<file path="config.mk">
export PLATFORM = sky130hd
export DESIGN_NAME = fifo_rd_stream_adapter
export DESIGN_NICKNAME = d
export VERILOG_FILES = /design/src/rtl/fifo_rd_stream_adapter.sv
export SDC_FILE = /design/constraint.sdc
export NUM_CORES = 1
export LEC_CHECK = 0
export CAP_MARGIN = 20
export CORE_MARGIN = 2
export CORE_UTILIZATION = 45
export DETAILED_ROUTE_END_ITERATION = 10
export PLACE_DENSITY = 0.79
export SETUP_SLACK_MARGIN = 0.05
export SKIP_CTS_REPAIR_TIMING = 1
export SLEW_MARGIN = 5
export SYNTH_ARGS = -nofsm -noshare
export SYNTH_HDL_FRONTEND = slang
export SYNTH_SLANG_ARGS = --single-unit
</file>
<file path="constraint.sdc">
create_clock -name R_CLK -period 1.8 [get_ports R_CLK]
set_input_delay 0.54 -clock R_CLK [delete_from_list [all_inputs] [get_ports R_CLK]]
set_output_delay 0.54 -clock R_CLK [all_outputs]
set_load 0.05 [all_outputs]
</file>
<file path="src/rtl/fifo_rd_stream_adapter.sv">
// Read-side FIFO consumer: issues R_EN from EMPTY and a registered skid buffer, presents a valid/ready stream.
// Optional even-parity checking of captured words is enabled by defining RD_PARITY_CHK_EN.
module fifo_rd_stream_adapter #(
  parameter int data_width = 9,
  parameter int BUF_DEPTH  = 3,
  parameter int CNT_WIDTH  = 16
) (
  input  logic                  R_CLK,
  input  logic                  RRST_n,
  input  logic                  EMPTY,
  input  logic [data_width-1:0] O_DATA,
  output logic                  R_EN,
  output logic [data_width-1:0] M_DATA,
  output logic                  M_VALID,
  input  logic                  M_READY,
  output logic [CNT_WIDTH-1:0]  RD_COUNT,
  output logic                  PAR_ERR
);

  localparam int PTR_W = $clog2(BUF_DEPTH);
  localparam int OCC_W = $clog2(BUF_DEPTH + 1);
  localparam logic [PTR_W-1:0] LAST_PTR  = PTR_W'(BUF_DEPTH - 1);
  localparam logic [OCC_W:0]   DEPTH_EXT = (OCC_W + 1)'(BUF_DEPTH);

  logic [data_width-1:0] buf_q [BUF_DEPTH];
  logic [data_width-1:0] buf_d [BUF_DEPTH];
  logic [PTR_W-1:0]      head_q, head_d;
  logic [PTR_W-1:0]      tail_q, tail_d;
  logic [OCC_W-1:0]      occ_q, occ_d;
  logic                  inflight_q, inflight_d;
  logic [CNT_WIDTH-1:0]  cnt_q, cnt_d;
  logic [OCC_W:0]        pending;
  logic                  capture;
  logic                  pop;

  function automatic logic [PTR_W-1:0] ptr_inc(input logic [PTR_W-1:0] p);
    return (p == LAST_PTR) ? '0 : p + PTR_W'(1);
  endfunction

  assign M_VALID  = (occ_q != '0);
  assign M_DATA   = buf_q[head_q];
  assign RD_COUNT = cnt_q;

  // Reads are only issued when every held and in-flight word already has a slot reserved
  always_comb begin
    pending    = {1'b0, occ_q} + {{OCC_W{1'b0}}, inflight_q};
    R_EN       = !EMPTY && (pending < DEPTH_EXT);
    capture    = inflight_q;
    pop        = M_VALID && M_READY;
    inflight_d = R_EN;
    buf_d      = buf_q;
    if (capture) begin
      buf_d[tail_q] = O_DATA;
    end
    tail_d = capture ? ptr_inc(tail_q) : tail_q;
    head_d = pop ? ptr_inc(head_q) : head_q;
    occ_d  = occ_q;
    if (capture && !pop) begin
      occ_d = occ_q + OCC_W'(1);
    end else if (!capture && pop) begin
      occ_d = occ_q - OCC_W'(1);
    end
    cnt_d = pop ? cnt_q + CNT_WIDTH'(1) : cnt_q;
  end

  always_ff @(posedge R_CLK or negedge RRST_n) begin
    if (!RRST_n) begin
      for (int i = 0; i < BUF_DEPTH; i++) begin
        buf_q[i] <= '0;
      end
      head_q     <= '0;
      tail_q     <= '0;
      occ_q      <= '0;
      inflight_q <= 1'b0;
      cnt_q      <= '0;
    end else begin
      buf_q      <= buf_d;
      head_q     <= head_d;
      tail_q     <= tail_d;
      occ_q      <= occ_d;
      inflight_q <= inflight_d;
      cnt_q      <= cnt_d;
    end
  end

`ifdef RD_PARITY_CHK_EN
  logic par_err_q, par_err_d;

  // Sticky flag: any odd-parity word seen on a capture edge latches until reset
  always_comb begin
    par_err_d = par_err_q | (capture & (^O_DATA));
  end

  always_ff @(posedge R_CLK or negedge RRST_n) begin
    if (!RRST_n) begin
      par_err_q <= 1'b0;
    end else begin
      par_err_q <= par_err_d;
    end
  end

  assign PAR_ERR = par_err_q;
`else
  assign PAR_ERR = 1'b0;
`endif

  occ_bound_a: assert property (@(posedge R_CLK) disable iff (!RRST_n)
    ({1'b0, occ_q} <= DEPTH_EXT));

endmodule

</file>
* Yosys cells after proc, flatten, opt, wreduce, memory -nomap -nowiden
Index checks and enable logic that the tools add are counted.
** Word-level totals
- Output and inout port bits :: 28
- Register bits after elaboration :: 50
** Cells by class
- Multiplexer cells :: 10
- Bitwise operators :: 2
- Add/sub/neg operators :: 6
- Order comparisons :: 4
- Reduce and logical (&&, ||, !) cells :: 10
- Eq/ne operators :: 2
** Operators with widths (number)
- $bwmux W27 :: 1
- $mux W9 :: 3
- $bmux W9 S2 :: 1
- $demux W9 S2 :: 1
- $add A16 B1 Y16 const B :: 1
- $mux W2 :: 4
- $add A2 B1 Y2 const B :: 3
- $ge A3 B3 Y1 const B :: 2
- $not A2 Y3 :: 2
- $logic_and A1 B1 Y1 :: 5
- $eq A2 B2 Y1 const B :: 2
- $reduce_bool A2 Y1 :: 2
- $add A2 B1 Y3 :: 1
- $logic_not A1 Y1 :: 3
- $lt A3 B1 Y1 const B :: 1
- $lt A3 B2 Y1 const B :: 1
- $sub A2 B1 Y2 const B :: 1

* Longest topological paths before layout
Gate-level depths: netlist of run 1.
- Word-level depth :: 6
- Gate-level depth with buffers :: 7
- Depth with buffers taken out :: 6

* Least setup slack after synthesis of run 1
No wires, ideal clock.
- Kind :: register to output
- From :: reg occ_q[0]
- To :: out R_EN
- Data arrival time :: 2.136 ns
- Path buffers :: 0
- Path slack :: -0.876 ns
- Cell stages (with the launch flop) :: 4
- Path through :: dfrtp_1 -> ha_1 -> ha_1 -> a211oi_1
** On the way
- Cells in the longest elaborated chain, start to end :: 3
** Ends and longest elaborated chain
- start, declared :: line 29 : logic [OCC_W-1:0] occ_q, occ_d;
- start signal, assigned :: line 73 : occ_q <= '0;
- start signal, assigned :: line 80 : occ_q <= occ_d;
- $add A2 B1 Y3 :: line 46 : pending = {1'b0, occ_q} + {{OCC_W{1'b0}}, inflight_q};
- $lt A3 B2 Y1 :: line 47 : R_EN = !EMPTY && (pending < DEPTH_EXT);
- $logic_and A1 B1 Y1 :: line 47
- end, declared :: line 12 : output logic R_EN,
Every way passes these cells.

* Worst setup path in the final report of run 1
- From :: reg inflight_q (netlist: capture)
- To :: out R_EN
** On the way
- Cells in the longest elaborated chain, start to end :: 3
** Ends and longest elaborated chain
- start, declared :: line 30 : logic inflight_q, inflight_d;
- start signal, assigned :: line 81 : inflight_q <= inflight_d;
- $add A2 B1 Y3 :: line 46
- $lt A3 B2 Y1 :: line 47
- $logic_and A1 B1 Y1 :: line 47
Every way passes these cells.

==> reports/metrics.yaml, run 1 <==
row_count: 25
worstPathArrival_ns: 1.58
cts_tree: "done"
relSlewSlack_pct: 64.54
wl_per_cell_um: 14.52
grt_max_degree: 51
synthesis.area_sq_mm: 0.002255
grt_use_met3_pct: 4.819
die_area_sq_mm: 0.005593
syn2layout_area_growth_pct: 49.39
fmax_mhz: 472.7
power_leakage_nw: 1.492
met2_usage_pct: 29.01
io_pins: 41
p_sw_share_pct: 40.92
top_usage_layer: "met2"
syn_nets: 198
pwr-share-seq_pct: 29.3
syn_area_per_cell_sq_um: 12.46
required_ns: 1.26
grt_pass1_wl_um: 7514
routed_wl_um: 4530
crit_type: "reg -> out"
intPower_w: 0.003958
dp_slack_ns: -0.2723
viasPerCell: 5.054
grt_usage_pct: 17.93
antenna_found_initial: 0
drv_slew: 0
finalCriticalPeriod_ns: 2.115
worstPathMaxFanout: 2
power_w: 0.006700
drv_cap: 0
io_buffers: 39
worstMarginPinSlew_ns: 0.5304
finalSetupViolations: 10
layout.nets: 261
p_switching_w: 0.002742
htreeDepth: 2
drive_gt1_share_pct: 46.53
ir_drop_v: 0.001334
globalplace.congestion: 0.7854
vias: 1577
ys_types: 27
min_period_over_period_pct: 117.5
rsz0062_at_grt: "yes"
synth_cells: 181
clkSlewWorstSetupHoldPaths_ns: 0.09
root_buffer: "clkbuf_8"
clock_sinks: 50
drcViolationCount: 0
drt_iter0_markers: 56
grt_pass1_vias: 1642
utilization_pct: 70.38
p_clk_share_pct: 9.5
ant_nets: 0
violations: "negative setup slack"
crit_path_end_kind: "output port"
antennaDiodeCount: 0
clock_path_buffers: 2
die_y_um: 74.79
fin_tns_setup_ns: -2.194
n_fill_cell: 312
fin_skew_ns: 0.01141
dp_hpwl_um: 3124
coreArea_sq_mm: 0.004786
min_path_type: "in -> async"
worst_slack_ns: -0.3155
cts_made_buffers: 5
grt.met1_usage_pct: 23.57
power_density_mw_per_mm2: 1989
chipWidth_um: 74.79
synth-seq-cells: 50
yosys_warnings: 0
hold_viol_final: 0
overflow: 0
initial_utilization_pct: 47.11
critPathLaunchType: "flop"
seq_area_frac_synth_pct: 55.49
insertion_delay_ns: 0.30
outcome: "finished with violations"
drt_pass1_iterations: 4
pwr-share-comb_pct: 61.3
## critical path, stage by stage (launching register included)
cell      delay [ns]
dfrtp_1         0.40
ha_2            0.20
ha_4            0.22
a211oi_4        0.28
buf_12          0.17
## cell usage after synthesis
library cell	instances	area share (%)
or2_2	1	0.28
buf_2	2	0.44
dfrtp_1	50	55
o21ai_0	10	2.2
ha_1	4	2.2
conb_1	1	0.17
nand4_4	2	1.9
nor2b_1	1	0.28
nor3_2	1	0.44
and4_1	1	0.39
inv_1	7	1.2
buf_4	2	0.67
nand2_1	19	3.2
nor3_1	7	1.6
a211oi_1	1	0.33
a21o_1	2	0.67
mux2i_1	9	4.0
nand3_1	4	0.89
nor2_1	5	0.83
or3_1	1	0.28
clkbuf_1	2	0.33
nand4_1	2	0.55
nor4_4	1	0.94
xor2_1	10	3.9
mux2_2	27	13
o21a_1	1	0.33
xnor2_1	8	3.1
## flip-flops by register name, indices dropped and copies added (netlist names)
| register | count |
|---|---|
| occ_q | 2 |
| tail_q | 2 |
| capture | 1 |
| RD_COUNT | 16 |
| buf_q | 27 |
| head_q | 2 |
## power groups by stage
stage	clock (W)	sequential, W	combinational, W
after CTS	0.000646	0.00193	0.00384
after global routing	0.000690	0.00202	0.00434
after global placement	0	0.00192	0.00375
after detailed placement	0	0.00195	0.00384
final	0.000634	0.00196	0.00411
after floorplan	0	0.00210	0.00199
## layer usage
layer	part of all wire, %	wire, um	up-vias
li1	-	-	744
met1	45	2016	786
met2	50	2247	38
met3	4.2	190	9
met4	1.7	75	0
met5	0	0	-
## placed cells by master, fill, tap and decap left out, drive strengths merged, types with 2 or more instances in the layout
cell type      synthesis  layout
nand4                  4       4
clkinv                 0       2
o21ai                 10      10
inv                    7       7
mux2i                  9       9
clkbuf                 2       6
buf                    4      51
mux2                  27      27
dfrtp                 50      50
xnor2                  8       8
clkdlybuf4s50          0      11
nor3                   8       8
nor2                   5       5
xor2                  10      10
nand3                  4       4
a21o                   2       2
nand2                 19      19
ha                     4       4
## path summary, 6_finish.rpt
kind	start	end	slack [ns]	cells after the start
min in group R_CLK	buf_q[1]$_DFFE_PN0P_	buf_q[1]$_DFFE_PN0P_	0.51	1
worst max-delay path	capture$_DFF_PN0_	R_EN	-0.32	4
worst min register to register	buf_q[1]$_DFFE_PN0P_	buf_q[1]$_DFFE_PN0P_	0.51	1
max in group asynchronous	RRST_n	buf_q[24]$_DFFE_PN0P_	1.35	2
worst min-delay path	RRST_n	tail_q[1]$_DFFE_PN0P_	0.21	2
worst max register to register	capture$_DFF_PN0_	buf_q[1]$_DFFE_PN0P_	0.14	5
## cells by family (layout without fill, tap and decap cells)
logic type / Yosys count / after routing / share of synthesized area [%]
and+or+nand+nor: 45 / 45 / 11.49
AOI/OAI and AO/OA: 14 / 14 / 3.552
adders and majority gates: 4 / 4 / 2.220
xor gates and xnor gates: 18 / 18 / 6.992
muxes: 36 / 36 / 17.48
other: 1 / 1 / 0.1663
DFF: 50 / 50 / 55.49
buffers and inverters: 13 / 77 / 2.608
## cell type report
class | count | area [sq um] | share of cell area [%]
Sequential cell | 50 | 1251 | 37.15
Multi-Input combinational cell | 118 | 1055 | 31.31
Timing Repair Buffer | 62 | 865.8 | 25.71
Tap cell | 67 | 83.83 | 2.489
Clock buffer | 6 | 72.57 | 2.155
Inverter | 7 | 26.28 | 0.7801
Clock inverter | 2 | 13.76 | 0.4086
## per-stage QoR
stage / hold slack, ns / cells / cell area, sq um
6_report: 0.2059 / 312 / 3368
5_1_grt: 0.2243 / 312 / 3368
4_1_cts: 0.2229 / 302 / 3204
3_5_place_dp: 0.4932 / 294 / 3118
3_3_place_gp: 0.4862 / 294 / 3118
2_1_floorplan: 0.2444 / 181 / 2313
Note: power is estimated with default switching activity, not from simulation.
==> run 2, diff against run 1 <==
Settings changed: CTS_CLUSTER_DIAMETER set to 100, SKIP_CTS_REPAIR_TIMING 1 to unset.
==> reports/metrics.yaml, run 2 (synthesis results as in run 1) <==
outcome: "finished with violations"
violations: "negative setup slack"
fin_skew_ns: 0.01028  # -0.001130 ns
pwr-share-seq_pct: 29.3  # about the same
power_leakage_nw: 1.501  # +0.59%
io_pins: 41  # unchanged
n_fill_cell: 312  # unchanged
ant_nets: 0  # unchanged
drt_pass1_iterations: 4  # unchanged
insertion_delay_ns: 0.30  # about the same
chipWidth_um: 74.79  # unchanged
die_area_sq_mm: 0.005593  # unchanged
cts_made_buffers: 5  # unchanged
dp_slack_ns: -0.2723  # unchanged
crit_chain: "ha_2, ha_4, a211oi_4, buf_12"
io_buffers: 39  # unchanged
fmax_mhz: 473.8  # +0.23%
p_sw_share_pct: 41.23  # +0.31 points
layout.nets: 261  # unchanged
crit_path_end_kind: "output port"
die_y_um: 74.79  # unchanged
hold_viol_final: 0  # unchanged
viasPerCell: 5.058  # about the same
slowest_delay_ns: 0.41  # about the same
worstPathArrival_ns: 1.57  # about the same
grt_usage_pct: 18.82  # +0.89 points
p_switching_w: 0.002792  # +1.8%
clkSlewWorstSetupHoldPaths_ns: 0.09  # about the same
coreArea_sq_mm: 0.004786  # unchanged
htreeDepth: 2  # unchanged
ir_drop_v: 0.001296  # -2.8%
routed_wl_um: 4656  # +2.8%
antennaDiodeCount: 0  # unchanged
power_density_mw_per_mm2: 1996  # +0.36%
wl_per_cell_um: 14.92  # +2.8%
power_w: 0.006772  # +1.1%
seqCellArea_sq_mm: 0.001251  # unchanged
p_clk_share_pct: 9.3  # -0.2 points
pwr-share-comb_pct: 61.4  # about the same
min_period_over_period_pct: 117.3  # -0.27 points
row_count: 25  # unchanged
dp_hpwl_um: 3124  # unchanged
final_cell_mix: "50 x dfrtp_1, 27 x mux2_2, 27 x buf_12, 16 x nand2_1, 15 x buf_4"
grt_pass1_vias: 1664  # +1.3%
fin_tns_setup_ns: -2.125  # +0.06940 ns
grt_max_degree: 51  # unchanged
relSlewSlack_pct: 64.17  # -0.37 points
antenna_found_initial: 0  # unchanged
drv_cap: 0  # unchanged
vias: 1578  # +0.063%
worst_slack_ns: -0.3106  # +0.004836 ns
intPower_w: 0.003980  # +0.54%
largest_register_ffs: 27  # unchanged
drv_slew: 0  # unchanged
fin_hold_ws_ns: 0.2090  # +0.003129 ns
clock_path_buffers: 2  # unchanged
final_common_cell: "dfrtp_1"
required_ns: 1.26  # about the same
drcViolationCount: 0  # unchanged
root_buffer: "clkbuf_8"
min_path_type: "in -> async"
multiInputGateArea_sq_mm: 0.001081  # +2.5%
clock_sinks: 50  # unchanged
crit_type: "reg -> out"
rsz0062_at_grt: "yes"
overflow: 0  # unchanged
worstPathMaxFanout: 2  # unchanged
initial_utilization_pct: 47.11  # unchanged
crit_slowest_cell: "dfrtp_1"
finalCriticalPeriod_ns: 2.111  # -0.004836 ns
cts_tree: "done"
grt_pass1_wl_um: 7852  # +4.5%
globalplace.congestion: 0.7854  # unchanged
syn2layout_area_growth_pct: 50.44
worstMarginPinSlew_ns: 0.5360  # +0.005593 ns
drive_gt1_share_pct: 48.16  # +1.6 points
finalSetupViolations: 10  # unchanged
largest-register: "buf_q"
critPathLaunchType: "flop"
drt_iter0_markers: 116  # +110%
[run 2: critical path, delay by kind of cell (launching register included)]
kind / cells / cell delay [ns]
adders and majority gates: 2 / 0.43
buffers and inverters: 1 / 0.17
DFF: 1 / 0.41
AOI/OAI and AO/OA: 1 / 0.26
[run 2: stage by stage]
| step | utilization (%) | instances | area (sq um) |
|---|---|---|---|
| global placement | 65.15 | 294 | 3118 |
| global route | 70.88 | 312 | 3392 |
| detailed placement | 65.15 | 294 | 3118 |
| floorplan | - | 181 | 2313 |
| finish | 70.88 | 312 | 3392 |
| CTS | 69.52 | 309 | 3327 |
[run 2: repair_timing]
action / CTS / global route
cloned: 1 / 0
buffers inserted: 6 / 4
resized for setup: 22 / 12
pin swaps: 6 / 7
endpoints found under the setup margin: 11 / 15
hold buffers: 0 / 0
[run 2: final cells by class]
cell class / instances / share of cell area [%]
Sequential cell: 50 / 36.89
Inverter: 7 / 0.7746
Clock buffer: 6 / 2.139
Clock inverter: 2 / 0.4058
Timing Repair Buffer: 62 / 25.45
Tap cell: 67 / 2.471
Multi-Input combinational cell: 118 / 31.87
[run 2: final timing paths]
path                                  startpoint                    end  slack, ns  cells past startpoint
max                            capture$_DFF_PN0_                   R_EN      -0.31                      4
min                                       RRST_n  tail_q[1]$_DFFE_PN0P_       0.21                      2
max reg2reg                    capture$_DFF_PN0_   buf_q[8]$_DFFE_PN0P_       0.11                      5
min reg2reg                buf_q[22]$_DFFE_PN0P_  buf_q[22]$_DFFE_PN0P_       0.51                      1
max in group asynchronous                 RRST_n  buf_q[24]$_DFFE_PN0P_       1.36                      2
min in group R_CLK         buf_q[22]$_DFFE_PN0P_  buf_q[22]$_DFFE_PN0P_       0.51                      1
[run 2: power by group through the flow]
stage / Clock, W / Sequential [W] / Combinational [W]
finish: 0.000629 / 0.00198 / 0.00416
global route: 0.000689 / 0.00205 / 0.00439
floorplan: 0 / 0.00210 / 0.00199
CTS: 0.000646 / 0.00196 / 0.00410
detailed placement: 0 / 0.00195 / 0.00384
global placement: 0 / 0.00192 / 0.00375
[run 2: routing by layer]
metal,track usage (%),vias to the layer above,wire length (um)
met2,30.09,35,2351
met4,6.548,0,77
li1,-,746,-
met5,0,-,0
met1,25.18,788,2058
met3,4.819,9,168
==> run 3, diff against run 2 <==
Settings changed: CTS_CLUSTER_DIAMETER 100 to 120.
==> results of run 3 <==
Final layout, timing and power as in run 2 (identical DEF).
